`config.mk`:
```
export PLATFORM = sky130hd
export DESIGN_NAME = fp_div_share_arb
export DESIGN_NICKNAME = d
export VERILOG_FILES = /design/src/rtl/fp_div_arb_pkg.sv /design/src/rtl/rr_arbiter.sv /design/src/rtl/fp_div_share_arb.sv
export SDC_FILE = /design/constraint.sdc
export NUM_CORES = 1
export LEC_CHECK = 0
export ABC_AREA = 1
export BUFFER_PORTS_ARGS = -buffer_cell sky130_fd_sc_hd__buf_4
export CORE_AREA = 2 2 139 141
export CTS_BUF_LIST = sky130_fd_sc_hd__clkbuf_4 sky130_fd_sc_hd__clkbuf_8 sky130_fd_sc_hd__clkbuf_16
export CTS_CLUSTER_SIZE = 40
export DETAILED_ROUTE_END_ITERATION = 10
export DIE_AREA = 0 0 141 143
export GPL_TIMING_DRIVEN = 0
export SYNTH_ARGS = -nofsm -noshare
export SYNTH_HDL_FRONTEND = slang
export SYNTH_SLANG_ARGS = --single-unit
export TNS_END_PERCENT = 10
```
`constraint.sdc`:
```
create_clock -name clk -period 5.6 [get_ports clk]
set_input_delay 0.56 -clock clk [delete_from_list [all_inputs] [get_ports clk]]
set_output_delay 0.56 -clock clk [all_outputs]
set_load 0.005 [all_outputs]
```
`src/rtl/fp_div_arb_pkg.sv`:
```
// Shared types and default sizing for the FP divider-sharing arbiter.
package fp_div_arb_pkg;

  localparam int unsigned DEF_WIDTH       = 24;
  localparam int unsigned DEF_NREQ        = 4;
  localparam int unsigned DEF_TIMEOUT_CYC = 64;

  typedef enum logic [1:0] {
    ST_IDLE    = 2'd0,
    ST_ISSUE   = 2'd1,
    ST_RELEASE = 2'd2
  } arb_state_e;

endpackage

```
`src/rtl/rr_arbiter.sv`:
```
// Combinational round-robin picker: first set request searching upward from ptr+1, modulo NREQ.
module rr_arbiter #(
  parameter int unsigned NREQ = 4,
  parameter int unsigned IDW  = $clog2(NREQ)
) (
  input  logic [NREQ-1:0] i_req,
  input  logic [IDW-1:0]  i_ptr,
  output logic [NREQ-1:0] o_gnt,
  output logic [IDW-1:0]  o_id
);

  logic w_found;

  always_comb begin
    o_gnt   = '0;
    o_id    = '0;
    w_found = 1'b0;
    for (int unsigned k = 1; k <= NREQ; k++) begin
      int unsigned idx;
      idx = (32'(i_ptr) + 32'(k)) % NREQ;
      if (!w_found && i_req[IDW'(idx)]) begin
        w_found           = 1'b1;
        o_gnt[IDW'(idx)]  = 1'b1;
        o_id              = IDW'(idx);
      end
    end
  end

endmodule

```
`src/rtl/fp_div_share_arb.sv`:
```
// Shares one sequential divider among NREQ requesters with round-robin arbitration.
// Optional watchdog on the divider done handshake: define FP_DIV_ARB_TIMEOUT_EN.
module fp_div_share_arb
  import fp_div_arb_pkg::*;
#(
  parameter int unsigned WIDTH       = DEF_WIDTH,
  parameter int unsigned NREQ        = DEF_NREQ,
  parameter int unsigned IDW         = $clog2(NREQ),
  parameter int unsigned TIMEOUT_CYC = DEF_TIMEOUT_CYC
) (
  input  logic                  clk,
  input  logic                  arst,
  input  logic [NREQ-1:0]       req_valid,
  output logic [NREQ-1:0]       req_ready,
  input  logic [NREQ*WIDTH-1:0] req_a,
  input  logic [NREQ*WIDTH-1:0] req_b,
  output logic [NREQ-1:0]       rsp_valid,
  output logic [WIDTH-1:0]      rsp_q,
  output logic [WIDTH-1:0]      rsp_f,
  output logic                  rsp_dbz,
`ifdef FP_DIV_ARB_TIMEOUT_EN
  output logic                  rsp_timeout,
`endif
  output logic                  div_start,
  output logic [WIDTH-1:0]      div_a,
  output logic [WIDTH-1:0]      div_b,
  input  logic                  div_done,
  input  logic                  div_dbz,
  input  logic [WIDTH-1:0]      div_q,
  input  logic [WIDTH-1:0]      div_f
);

  arb_state_e        r_state;
  arb_state_e        w_state_nxt;
  logic [IDW-1:0]    r_ptr;
  logic [IDW-1:0]    r_gid;
  logic              r_div_start;
  logic [WIDTH-1:0]  r_div_a;
  logic [WIDTH-1:0]  r_div_b;
  logic [NREQ-1:0]   r_rsp_valid;
  logic [WIDTH-1:0]  r_rsp_q;
  logic [WIDTH-1:0]  r_rsp_f;
  logic              r_rsp_dbz;

  logic [NREQ-1:0]   w_gnt;
  logic [IDW-1:0]    w_gid;
  logic              w_accept;
  logic              w_capture;
  logic              w_timeout;
  logic              w_to_hit;
  logic [WIDTH-1:0]  w_a_arr [NREQ];
  logic [WIDTH-1:0]  w_b_arr [NREQ];

  for (genvar g = 0; g < NREQ; g++) begin : g_unpack
    assign w_a_arr[g] = req_a[g*WIDTH +: WIDTH];
    assign w_b_arr[g] = req_b[g*WIDTH +: WIDTH];
  end

  rr_arbiter #(
    .NREQ (NREQ),
    .IDW  (IDW)
  ) u_rr (
    .i_req (req_valid),
    .i_ptr (r_ptr),
    .o_gnt (w_gnt),
    .o_id  (w_gid)
  );

  // Ready is gated by reset so every output reads 0 while arst is held.
  assign req_ready = (r_state == ST_IDLE && !arst) ? w_gnt : '0;

  always_ff @(posedge clk or posedge arst) begin
    if (arst) r_state <= ST_IDLE;
    else      r_state <= w_state_nxt;
  end

  always_comb begin
    w_state_nxt = r_state;
    w_accept    = 1'b0;
    w_capture   = 1'b0;
    w_timeout   = 1'b0;
    case (r_state)
      ST_IDLE: begin
        if (|req_valid) begin
          w_accept    = 1'b1;
          w_state_nxt = ST_ISSUE;
        end
      end
      ST_ISSUE: begin
        if (div_done) begin
          w_capture   = 1'b1;
          w_state_nxt = ST_RELEASE;
        end else if (w_to_hit) begin
          w_timeout   = 1'b1;
          w_state_nxt = ST_RELEASE;
        end
      end
      // done lags the divider's return to idle; a start issued before it falls sees a stale result
      ST_RELEASE: begin
        if (!div_done) w_state_nxt = ST_IDLE;
      end
      default: w_state_nxt = ST_IDLE;
    endcase
  end

  always_ff @(posedge clk or posedge arst) begin
    if (arst) begin
      r_ptr       <= IDW'(NREQ - 1);
      r_gid       <= '0;
      r_div_start <= 1'b0;
      r_div_a     <= '0;
      r_div_b     <= '0;
      r_rsp_valid <= '0;
      r_rsp_q     <= '0;
      r_rsp_f     <= '0;
      r_rsp_dbz   <= 1'b0;
    end else begin
      r_rsp_valid <= '0;
      if (w_accept) begin
        r_div_a     <= w_a_arr[w_gid];
        r_div_b     <= w_b_arr[w_gid];
        r_gid       <= w_gid;
        r_ptr       <= w_gid;
        r_div_start <= 1'b1;
      end
      if (w_capture) begin
        r_rsp_q     <= div_q;
        r_rsp_f     <= div_f;
        r_rsp_dbz   <= div_dbz;
        r_div_start <= 1'b0;
        r_rsp_valid <= NREQ'(1) << r_gid;
      end
      if (w_timeout) begin
        r_rsp_q     <= '0;
        r_rsp_f     <= '0;
        r_rsp_dbz   <= 1'b0;
        r_div_start <= 1'b0;
        r_rsp_valid <= NREQ'(1) << r_gid;
      end
    end
  end

`ifdef FP_DIV_ARB_TIMEOUT_EN
  localparam int unsigned CNTW = $clog2(TIMEOUT_CYC + 1);

  logic [CNTW-1:0] r_cnt;
  logic            r_rsp_timeout;

  // Counts ISSUE cycles; fires on the TIMEOUT_CYC-th edge after the accept.
  assign w_to_hit = (r_state == ST_ISSUE) && (r_cnt == CNTW'(TIMEOUT_CYC - 1));

  always_ff @(posedge clk or posedge arst) begin
    if (arst) begin
      r_cnt         <= '0;
      r_rsp_timeout <= 1'b0;
    end else begin
      if (r_state != ST_ISSUE) r_cnt <= '0;
      else                     r_cnt <= r_cnt + CNTW'(1);
      if (w_capture) r_rsp_timeout <= 1'b0;
      if (w_timeout) r_rsp_timeout <= 1'b1;
    end
  end

  assign rsp_timeout = r_rsp_timeout;
`else
  logic w_unused_timeout;

  assign w_to_hit         = 1'b0;
  assign w_unused_timeout = (TIMEOUT_CYC != 0);
`endif

  assign rsp_valid = r_rsp_valid;
  assign rsp_q     = r_rsp_q;
  assign rsp_f     = r_rsp_f;
  assign rsp_dbz   = r_rsp_dbz;
  assign div_start = r_div_start;
  assign div_a     = r_div_a;
  assign div_b     = r_div_b;

endmodule

```
==> summary.md, run 1 <==
| Metric | Value |
|---|---|
| Via count of the routed design | `7195` |
| Critical Path RT | `5.04 ns` |
| Initial antenna violation count | `1` |
| WL final | `25330 um` |
| Synth Area per Inst | `7.137 um^2` |
| Setup crit start | `r_ptr[0]` |
| Setup_tns | `0 ns` |
| Fmax achieved | `312.2 MHz` |
| Area grow syn2layout | `53.08%` |
| CP startpoint kind | `flip-flop` |
| CP arrival | `2.64 ns` |
| Hpwl dp | `19800 um` |
| Peak supply drop | `0.3397 mV` |
| RSZ-0062 raised after global routing | `no` |
| Min Clock Period, post-route | `3.203 ns` |
| WL per Instance | `17.27 um` |
| Area of the multi-input gates | `3020 um^2` |
| Max clock buf depth | `2` |
| Final antenna-violating net count | `0` |
| Die height | `143 um` |
| Root Driver | `clkbuf_16` |
| GP Congestion | `0.8189` |
| Final hold vios | `0` |
| Reg2Reg Setup Slack | `2.71 ns` |
| Clock transition at path regs | `0.08 ns` |
| Final Skew | `0.01011 ns` |
| Flop pwr share | `20.7%` |
| GRT Util Overall | `24.88%` |
| Tightest Pin Transition | `1.257 ns` |
| Largest net degree at the start of global routing | `71` |
| FF+latch count, synth | `108` |
| CTS Sinks | `108` |
| Commonest cells after routing, fill and taps aside | `nand2_1 (370), buf_4 (363), nand3_1 (244)` |
| Crit path kind | `flip-flop to primary output` |
| Site Rows | `50` |
| Core footprint | `18580 um^2` |
| 1st-iter DRT viols | `276` |
| Number of synthesized flops with an enable pin | `0` |
| First-pass GRT wire length | `38740 um` |
| Fraction of layout cells with a size suffix above 1 | `34.90%` |
| Net count reported at finish | `1483` |
| Reg2reg end | `div_a[17]` |
| Synth warnings | `0` |
| Max Cap Viol | `0` |
| Cells after synthesis | `862` |
| Max FO, Critical Path | `11` |
| Comb pwr share | `69.9%` |
| Sequential area share after synthesis | `43.97%` |
| Switching share of power | `51.30%` |
| Psw | `3487 uW` |
| Cts bufs inserted | `9` |
| Mapped Area | `6152 um^2` |
| Pwr/cell area | `721.9 nW/um^2` |
| Post-CTS Resized | `0` |
| Distinct cells, synth | `31` |
| Initial Util | `33.11%` |
| Register area | `2705 um^2` |
| Critical Path End | `req_ready[0]` |
| # DRC | `0` |
| # IOs | `354` |
| Clk pwr share | `9.4%` |
| CP Depth | `14` |
| # hold bufs at CTS | `0` |
| Asr flop ratio synth | `100.0%` |
| Largest stage delay, worst path | `0.59 ns` |
| WP buf/inv | `7` |
| Congestion Overflow GR | `0` |
| H-tree Lvls | `3` |
| Crit Reg-Reg Startpoint | `r_ptr[0]` |
| Hold Path Class | `input pin to asynchronous set/reset pin` |
| Crit path cell chain | `buf_6 > inv_4 > ha_1 > inv_1 > nand3_2 > nand2_4 > inv_1 > nand3_2 > inv_1 > nand2_1 > nand2_1 > o21ai_0 > inv_1 > buf_4` |
| Period Utilization, post-route | `57.19%` |
| Most frequent cell on the critical path | `inv_1` |
| CP endpoint kind | `primary output` |
| Fillers | `1905` |
| Post-synth net total | `1118` |
| PnR worst setup slack | `2.397 ns` |
| Vias per inst | `4.905` |
| Port Buffers | `353` |
| First-pass iteration count of the detailed router | `5` |
| Worst r2r path cells | `16` |
| Die X | `141 um` |
| Most common cell after layout, fill and taps aside | `nand2_1` |
| Die area | `20160 um^2` |
| CTS tree | `done` |
| Worst slew margin | `15.11%` |
| Critical Path Slowest Stage Cell | `dfstp_2` |
| Placement Setup Slack | `2.714 ns` |
| Leakage | `0.005181 uW` |
| Top_reg_cell synth | `dfrtp_1` |
| Clock Latency Late Sink | `0.36 ns` |
| # setup viols final | `0` |
| Status | `complete, no violations` |
| Slew Limit Fails | `0` |
| Post-CTS Setup Bufs | `0` |
| Int Pwr | `3311 uW` |
| Vias in the first global route | `6991` |
| Critical path's top delay family | `buffers and inverters` |
## cell type report
cell class | count | area share (%)
diodes | 1 | 0.02657
clock buffers | 10 | 2.471
plain buffers | 61 | 3.428
clock inverters | 6 | 0.5846
flip-flops and latches | 108 | 28.72
well taps | 234 | 3.109
repair buffers | 354 | 28.43
multi-input cells | 666 | 32.07
inverters | 27 | 1.156
## power groups by stage
stage	registers, uW	logic, uW	clock network (uW)
after floorplan	1420	2920	0
after global placement	1400	4740	0
after detailed placement	1410	4790	0
after CTS	1400	4800	651
after global routing	1460	5360	681
final	1410	4750	640
## worst min path at each step
stage	startpoint	to	slack (ns)	cells after the start
final	arst	div_a[1]	0.20	2
after global routing	arst	div_a[0]	0.22	2
after CTS	arst	div_a[1]	0.21	2
after detailed placement	r_gid[1]	rsp_valid[0]	0.46	1
after global placement	rsp_q[20]	rsp_q[20]	0.46	2
after floorplan	r_gid[0]	rsp_valid[0]	0.43	1
## metal layers
layer / part of all wire, % / track usage (%) / vias up
met5: 0 / 0 / -
met4: 2.3 / 9.053 / 0
met3: 9.1 / 6.740 / 29
met2: 48 / 42.26 / 315
met1: 40 / 30.46 / 3307
li1: - / - / 3544
## worst register-to-register path: stages (launching register included)
cell	delay (ns)
dfstp_2	0.59
buf_6	0.16
inv_4	0.07
ha_1	0.37
inv_1	0.09
nand3_2	0.10
nand2_4	0.09
inv_1	0.13
nand3_2	0.13
nand2_1	0.09
nand2_1	0.08
a21oi_2	0.19
buf_4	0.24
buf_4	0.21
nand3_1	0.09
nand3_1	0.09
nand2_1	0.06
## registers in the layout (all words and copies together), names as in the netlist, 2 cells and up
register	cells
r_state	2
rsp_q	24
r_gid	2
rsp_f	24
rsp_valid	4
r_ptr	2
div_a	24
div_b	24
## metrics by stage
stage | cells | power (uW) | utilization (%) | hold slack [ns] | instance area (um^2)
3_3_place_gp | 1449 | 6147 | 48.95 | 0.4553 | 9095
2_1_floorplan | 862 | 4336 | - | 0.4321 | 6152
4_1_cts | 1466 | 6851 | 50.67 | 0.2095 | 9415
3_5_place_dp | 1450 | 6194 | 49.12 | 0.4597 | 9128
5_1_grt | 1466 | 7496 | 50.67 | 0.2195 | 9415
6_report | 1467 | 6799 | 50.69 | 0.1962 | 9418
## Yosys cell counts, types with 2 or more instances
cell type	n	area (um^2)
nor2_2	2	12.51
buf_2	21	105.1
nor3_1	4	20.02
buf_6	4	45.04
o21ai_0	8	40.04
nor2_1	5	18.77
clkbuf_1	25	93.84
inv_2	5	18.77
buf_4	10	75.07
dfstp_2	2	52.55
dfrtp_1	106	2653
ha_1	8	100.1
nand2_1	370	1389
nand2_4	2	22.52
inv_1	21	78.83
a22oi_1	3	22.52
nand3_2	5	50.05
nand3_1	244	1221
o221ai_1	2	17.52
nand2_2	4	25.02
## cell families after synthesis
kind of cell / share of synthesized area (%)
flip-flops: 43.97
buffers and inverters: 6.935
adder cells (fa/ha/maj): 1.627
AND/OR/NAND/NOR: 45.47
AO/OA/AOI/OAI: 1.993
Power figures use the tool's default switching activity.
==> inputs of run 2 (changes only) <==
ABC_AREA = 0   (was 1)
PLACE_DENSITY = 0.7   (was not set)
clock period = 2.6 ns   (was 5.6 ns; I/O delays follow)
==> summary.md, run 2 <==
| Metric | Value |
|---|---|
| Max clock buf depth | `2` |
| Clock transition at path regs | `0.08 ns` |
| Slew Limit Fails | `0` |
| Asr flop ratio synth | `100.0%` |
| CP endpoint kind | `primary output` |
| Synth warnings | `0` |
| Failing checks | `negative setup slack` |
| Complex-gate fraction of the synthesized area | `33.25%` |
| # DRC | `0` |
| Worst hold start | `div_f[13]` |
| Fraction of layout cells with a size suffix above 1 | `47.29%` |
| Die area | `20160 um^2` |
| H-tree Lvls | `3` |
| Site Rows | `50` |
| Synth Area per Inst | `8.389 um^2` |
| Min Clock Period, post-route | `2.792 ns` |
| Vias in the first global route | `7673` |
| First-pass iteration count of the detailed router | `5` |
| Initial Util | `36.98%` |
| Worst slew margin | `50.57%` |
| Critical Path RT | `2.34 ns` |
| # IOs | `354` |
| Crit path kind | `flip-flop to primary output` |
| Distinct cells, synth | `44` |
| Max FO, Critical Path | `4` |
| Most common cell after layout, fill and taps aside | `buf_4` |
| Simple logic cell fraction of the synthesized area | `17.76%` |
| Hold path depth | `3` |
| CP startpoint kind | `flip-flop` |
| Area grow syn2layout | `62.96%` |
| Max Cap Viol | `0` |
| Clock Latency Late Sink | `0.35 ns` |
| Core footprint | `18580 um^2` |
| Post-synth net total | `1075` |
| Initial antenna violation count | `0` |
| Main combinational cell family by area after synthesis | `compound AO/OA/AOI/OAI gates` |
| Net count reported at finish | `1467` |
| Utilization after layout | `60.26%` |
| Number of synthesized flops with an enable pin | `0` |
| CP arrival | `2.53 ns` |
| Tightest Pin Transition | `0.7415 ns` |
| Post-synth top cells | `nand2_1 (215), dfrtp_1 (106), a21oi_1 (55)` |
| Peak supply drop | `0.6609 mV` |
| WL per Instance | `20.13 um` |
| Port Buffers | `352` |
| Die height | `143 um` |
| 1st-iter DRT viols | `588` |
| Vias per inst | `5.477` |
| Number of instances in the placed design | `1408` |
| Final cell count without fillers | `1450` |
| Crit Reg-Reg Startpoint | `r_ptr[0]` |
| Final antenna-violating net count | `0` |
| Largest net degree at the start of global routing | `35` |
| Mapped Area | `6870 um^2` |
| Post-synthesis xor/xnor area fraction | `0.1275%` |
| Pwr/cell area | `1577 nW/um^2` |
| Root Driver | `clkbuf_16` |
| FF+latch count, synth | `108` |
| # setup viols final | `54` |
| Reg2reg end | `div_b[22]` |
| Final hold vios | `0` |
| Sequential area share after synthesis | `39.37%` |
| Post-Synth Adder-Cell Area | `1.457%` |
| Top-area cell type share of the netlist area | `38.61%` |
| Worst-case hold path end point | `rsp_f[13]` |
| Hpwl dp | `22060 um` |
| PnR worst setup slack | `-0.1924 ns` |
| Mux contribution to synthesized area | `1.949%` |
| Fmax achieved | `358.1 MHz` |
| Count leader, synth | `nand2_1` |
| Congestion Overflow GR | `0` |
| Reg2Reg Setup Slack | `-0.16 ns` |
| CTS Sinks | `108` |
| First-pass GRT wire length | `44130 um` |
| Final Skew | `0.006644 ns` |
| CTS tree | `done` |
| Antenna diodes | `0` |
| Die X | `141 um` |
| RSZ-0062 raised after global routing | `yes` |
| Top_reg_cell synth | `dfrtp_1` |
| WL final | `29190 um` |
| Cts bufs inserted | `9` |
| Main area contributors after synthesis | `dfrtp_1 (39%), nand2_1 (12%), a31o_2 (6.1%)` |
| GP Congestion | `0.8668` |
| Hold Path Class | `input pin to flip-flop` |
| Area leader, netlist | `dfrtp_1` |
| GRT Util Overall | `28.17%` |
| Via count of the routed design | `7942` |
| Period Utilization, post-route | `107.4%` |
| Commonest cells after routing, fill and taps aside | `buf_4 (371), nand2_1 (214), dfrtp_1 (106)` |
| Status | `finished with violations` |
| Leakage | `0.005436 uW` |
| Cells after synthesis | `819` |
| Worst r2r path cells | `12` |
==> run 2: changes by cell type after synthesis, moves of 13 or more <==
cell | before | now
clkbuf_1 | 25 | 54
and3_1 | 0 | 50
inv_1 | 21 | 8
a31o_2 | 0 | 48
a211oi_1 | 0 | 48
o31ai_1 | 1 | 48
a21oi_1 | 1 | 55
nand2_1 | 370 | 215
nand3_1 | 244 | 0
o22ai_1 | 0 | 49
o21a_1 | 0 | 48
==> run 2: cell type report <==
| cell class | count | area [um^2] |
|---|---|---|
| Tap cell | 234 | 292.8 |
| Buffer | 83 | 715.7 |
| Clock buffer | 10 | 239.0 |
| Multi-Input combinational cell | 617 | 4099 |
| Sequential cell | 108 | 2705 |
| Inverter | 9 | 45.04 |
| Fill cell | 1688 | 7385 |
| Timing Repair Buffer | 383 | 3029 |
| Clock inverter | 6 | 70.07 |
==> run 2: stage by stage <==
step           cell area [um^2]  setup slack (ns)  setup TNS [ns]  hold slack (ns)  power [uW]
2_1_floorplan              7027        -0.0005709       -0.004316           0.3654        9863
3_3_place_gp               9962            -1.033          -26.01           0.4503       13510
3_5_place_dp              10020           -0.5735          -23.09           0.2628       13680
4_1_cts                   11000           -0.2119          -5.646          0.08043       17030
5_1_grt                   11200           -0.2871          -10.92          0.09001       18800
6_report                  11200           -0.1924          -5.800          0.09194       17660
==> run 2: kinds of logic after synthesis <==
group,count (synthesis)
AO/OA/AOI/OAI,319
XOR/XNOR,1
adder cells (fa/ha/maj),8
buffers and inverters,94
flip-flops,108
multiplexers,8
AND/OR/NAND/NOR,281
==> run 2: worst max path at each step <==
stage                     startpoint           end  slack (ns)  cells after the start
after CTS                   r_ptr[0]  req_ready[1]       -0.21                     10
after global placement          arst  req_ready[2]       -1.03                      5
after global routing        r_ptr[0]  req_ready[1]       -0.29                      9
after floorplan             r_ptr[0]      div_a[8]     -0.0006                     12
final                       r_ptr[0]  req_ready[1]       -0.19                      9
after detailed placement    r_ptr[0]     div_a[15]       -0.57                     11
==> run 2: metal layers <==
layer | track usage, % | share of wire (%)
met1 | 37.89 | 42
met2 | 48.11 | 50
met3 | 4.225 | 5.4
met4 | 6.579 | 1.8
met5 | 0 | 0
==> run 2: report_power, final <==
group / internal [uW] / leakage, uW / switching (uW)
Combinational: 6380 / 0.00396 / 6750
Sequential: 2540 / 0.00132 / 511
Clock: 785 / 0.000147 / 691
==> run 2: worst max-delay path, stage by stage (launching register included) <==
cell and delay [ns]:
dfstp_2 0.55, buf_6 0.14, buf_12 0.11, buf_6 0.09
mux4_2 0.56, nor2_4 0.14, o2111a_2 0.25, nand2_1 0.08
a21oi_2 0.13, buf_4 0.12
==> run 2: repair_timing <==
action	CTS	global route
hold endpoints to repair	13	0
hold buffers	2	0
setup endpoints to repair	55	55
buffers inserted	21	0
gates resized for setup	111	53
pin swaps	32	24
gates cloned	5	0
==> inputs of run 3 (changes only) <==
CORE_AREA = 2 2 136 138   (was 2 2 139 141)
DIE_AREA = 0 0 138 140   (was 0 0 141 143)
HOLD_SLACK_MARGIN = 0.1   (was not set)
PLACE_DENSITY = 0.65   (was 0.7)
SYNTH_HIERARCHICAL = 1   (was not set)
==> summary.md, run 3 <==
| Metric | Value |
|---|---|
| Status | `finished with violations` |
| Failing checks | `negative setup slack` |
| Asr flop ratio synth | `100.0%` |
| Final Skew | `0.01427 ns` |
| RSZ-0062 raised after global routing | `yes` |
| Min Hold Slack | `0.1275 ns` |
| Fraction of layout cells with a size suffix above 1 | `79.17%` |
| Clk pwr share | `10.9%` |
| WL final | `18800 um` |
| Min Clock Period, post-route | `2.916 ns` |
| Post-synth top cells | `dfrtp_1 (106), mux2_2 (98), mux4_2 (50)` |
| Most common cell after layout, fill and taps aside | `buf_4` |
| Int Pwr | `8525 uW` |
| Cts bufs inserted | `9` |
| GRT busiest layer | `met2` |
| Net count reported at finish | `995` |
| Distinct cells, synth | `42` |
| Number of synthesized flops with an enable pin | `0` |
| Peak supply drop | `0.6438 mV` |
| Top-area cell type share of the netlist area | `46.39%` |
| Mapped Area | `5718 um^2` |
| Cells after synthesis | `358` |
| Initial antenna violation count | `0` |
| Core footprint | `17780 um^2` |
| Switching share of power | `33.89%` |
| # setup viols final | `52` |
| Synth warnings | `6` |
| Flop pwr share | `24.1%` |
| CP endpoint kind | `flip-flop` |
| Via count of the routed design | `4771` |
| Die X | `138 um` |
| Max clock buf depth | `2` |
| Worst slew margin | `47.47%` |
| Max FO, Critical Path | `10` |
| Area grow syn2layout | `65.47%` |
| Grt met2 use | `36.27%` |
| 1st-iter DRT viols | `133` |
| Leakage | `0.004517 uW` |
| Pwr/cell area | `1363 nW/um^2` |
| H-tree Lvls | `3` |
| Largest net degree at the start of global routing | `45` |
| Clock Latency Late Sink | `0.36 ns` |
| Final hold vios | `0` |
| Port Buffers | `353` |
| Count leader, synth | `dfrtp_1` |
| WL per Instance | `19.32 um` |
| Crit path kind | `flip-flop to flip-flop` |
| Final Power | `12900 uW` |
| Synth Area per Inst | `15.97 um^2` |
| CTS Sinks | `108` |
| Antenna diodes | `0` |
| Critical Path RT | `2.85 ns` |
| Clock transition at path regs | `0.08 ns` |
| CP startpoint kind | `flip-flop` |
| Slew Limit Fails | `0` |
| Site Rows | `49` |
| GP Congestion | `0.8433` |
| Utilization after layout | `53.22%` |
| First-pass GRT wire length | `29250 um` |
| # DRC | `0` |
| Root Driver | `clkbuf_16` |
| First-pass iteration count of the detailed router | `4` |
| Commonest cells after routing, fill and taps aside | `buf_4 (366), dfrtp_1 (106), mux2_2 (61)` |
| Max Cap Viol | `0` |
| Sequential area share after synthesis | `47.31%` |
| PnR worst setup slack | `-0.3156 ns` |
| Hpwl dp | `14900 um` |
| Final antenna-violating net count | `0` |
| Setup_tns | `-14.66 ns` |
| Congestion Overflow GR | `0` |
| Initial Util | `32.16%` |
| Post-synth net total | `614` |
| Met3 usage | `6.359%` |
| Comb pwr share | `65.0%` |
| Psw | `4371 uW` |
| CP arrival | `3.16 ns` |
| Area leader, netlist | `dfrtp_1` |
| Global Route met1 Usage | `20.16%` |
| Period Utilization, post-route | `112.1%` |
| Fmax achieved | `343.0 MHz` |
| Hold Path Class | `input pin to flip-flop` |
| CTS tree | `done` |
| # IOs | `354` |
| Die area | `19320 um^2` |
| FF+latch count, synth | `108` |
| Tightest Pin Transition | `0.7863 ns` |
| GRT Util Overall | `19.33%` |
| Main area contributors after synthesis | `dfrtp_1 (46%), mux4_2 (20%), mux2_2 (19%)` |
| Vias per inst | `4.903` |
| Die height | `140 um` |
| Vias in the first global route | `5382` |
| Top_reg_cell synth | `dfrtp_1` |
-- run 3: metrics by stage --
stage	instance area [um^2]	cells	setup slack, ns
after floorplan	5746	358	-0.3839
final	9462	973	-0.3156
after global placement	8682	940	-0.9436
after detailed placement	8722	942	-0.9934
after global routing	9462	973	-0.4234
after CTS	9393	971	-0.3275
-- run 3: worst max-delay path, cell delays in order, from the launching register on --
cell and delay, ns:
dfstp_2 0.59, buf_6 0.13, inv_6 0.03, ha_4 0.26, mux4_2 0.33, o21ai_2 0.14
a2bb2oi_2 0.15, buf_6 0.13, buf_12 0.12, buf_12 0.14, mux4_2 0.51, mux2_4 0.28
-- run 3: cell families after synthesis --
logic type	after synthesis	synth area share [%]
AND/OR/NAND/NOR	33	3.633
adder cells (fa/ha/maj)	8	1.751
buffers and inverters	32	3.720
AO/OA/AOI/OAI	24	3.523
multiplexers	152	39.91
XOR/XNOR	1	0.1532
flip-flops	108	47.31
-- run 3: final timing paths --
| path | from | cells past startpoint | slack (ns) | to |
|---|---|---|---|---|
| max in group asynchronous | arst | 4 | 1.31 | r_ptr[1] |
| worst max register to register | r_ptr[0] | 11 | -0.32 | div_b[10] |
| worst min register to register | div_start | 1 | 0.50 | div_start |
| worst min-delay path | div_q[4] | 2 | 0.13 | rsp_q[4] |
| worst max-delay path | r_ptr[0] | 11 | -0.32 | div_b[10] |
| min in group asynchronous | arst | 3 | 0.61 | div_b[4] |
-- run 3: cell type report --
type / instances / area, um^2
Buffer: 25 / 237.7
Clock buffer: 9 / 225.2
Clock inverter: 7 / 91.34
Fill cell: 1528 / 8318
Inverter: 6 / 35.03
Multi-Input combinational cell: 218 / 2999
Sequential cell: 108 / 2705
Tap cell: 229 / 286.5
Timing Repair Buffer: 371 / 2882
-- run 3: power groups by stage --
stage	registers (uW)	clock network (uW)	logic [uW]
after floorplan	3120	0	4540
after global placement	3100	0	7050
after detailed placement	3140	0	7220
after CTS	3100	1450	8340
after global routing	3220	1520	8990
final	3110	1400	8390
-- run 3: what timing repair did --
action                                  in CTS  in global routing
pin swaps                                    3                  4
endpoints found under the setup margin      54                 53
hold buffers                                 1                  0
endpoints found under the hold margin       31                  0
gates resized for setup                     51                 19
buffers inserted                            12                  2
cloned                                       1                  0
-- run 3: layer usage --
| metal | share of wire, % | vias to the layer above |
|---|---|---|
| li1 | - | 2141 |
| met1 | 34 | 2366 |
| met2 | 55 | 239 |
| met3 | 8.7 | 25 |
| met4 | 2.5 | 0 |
| met5 | 0 | - |
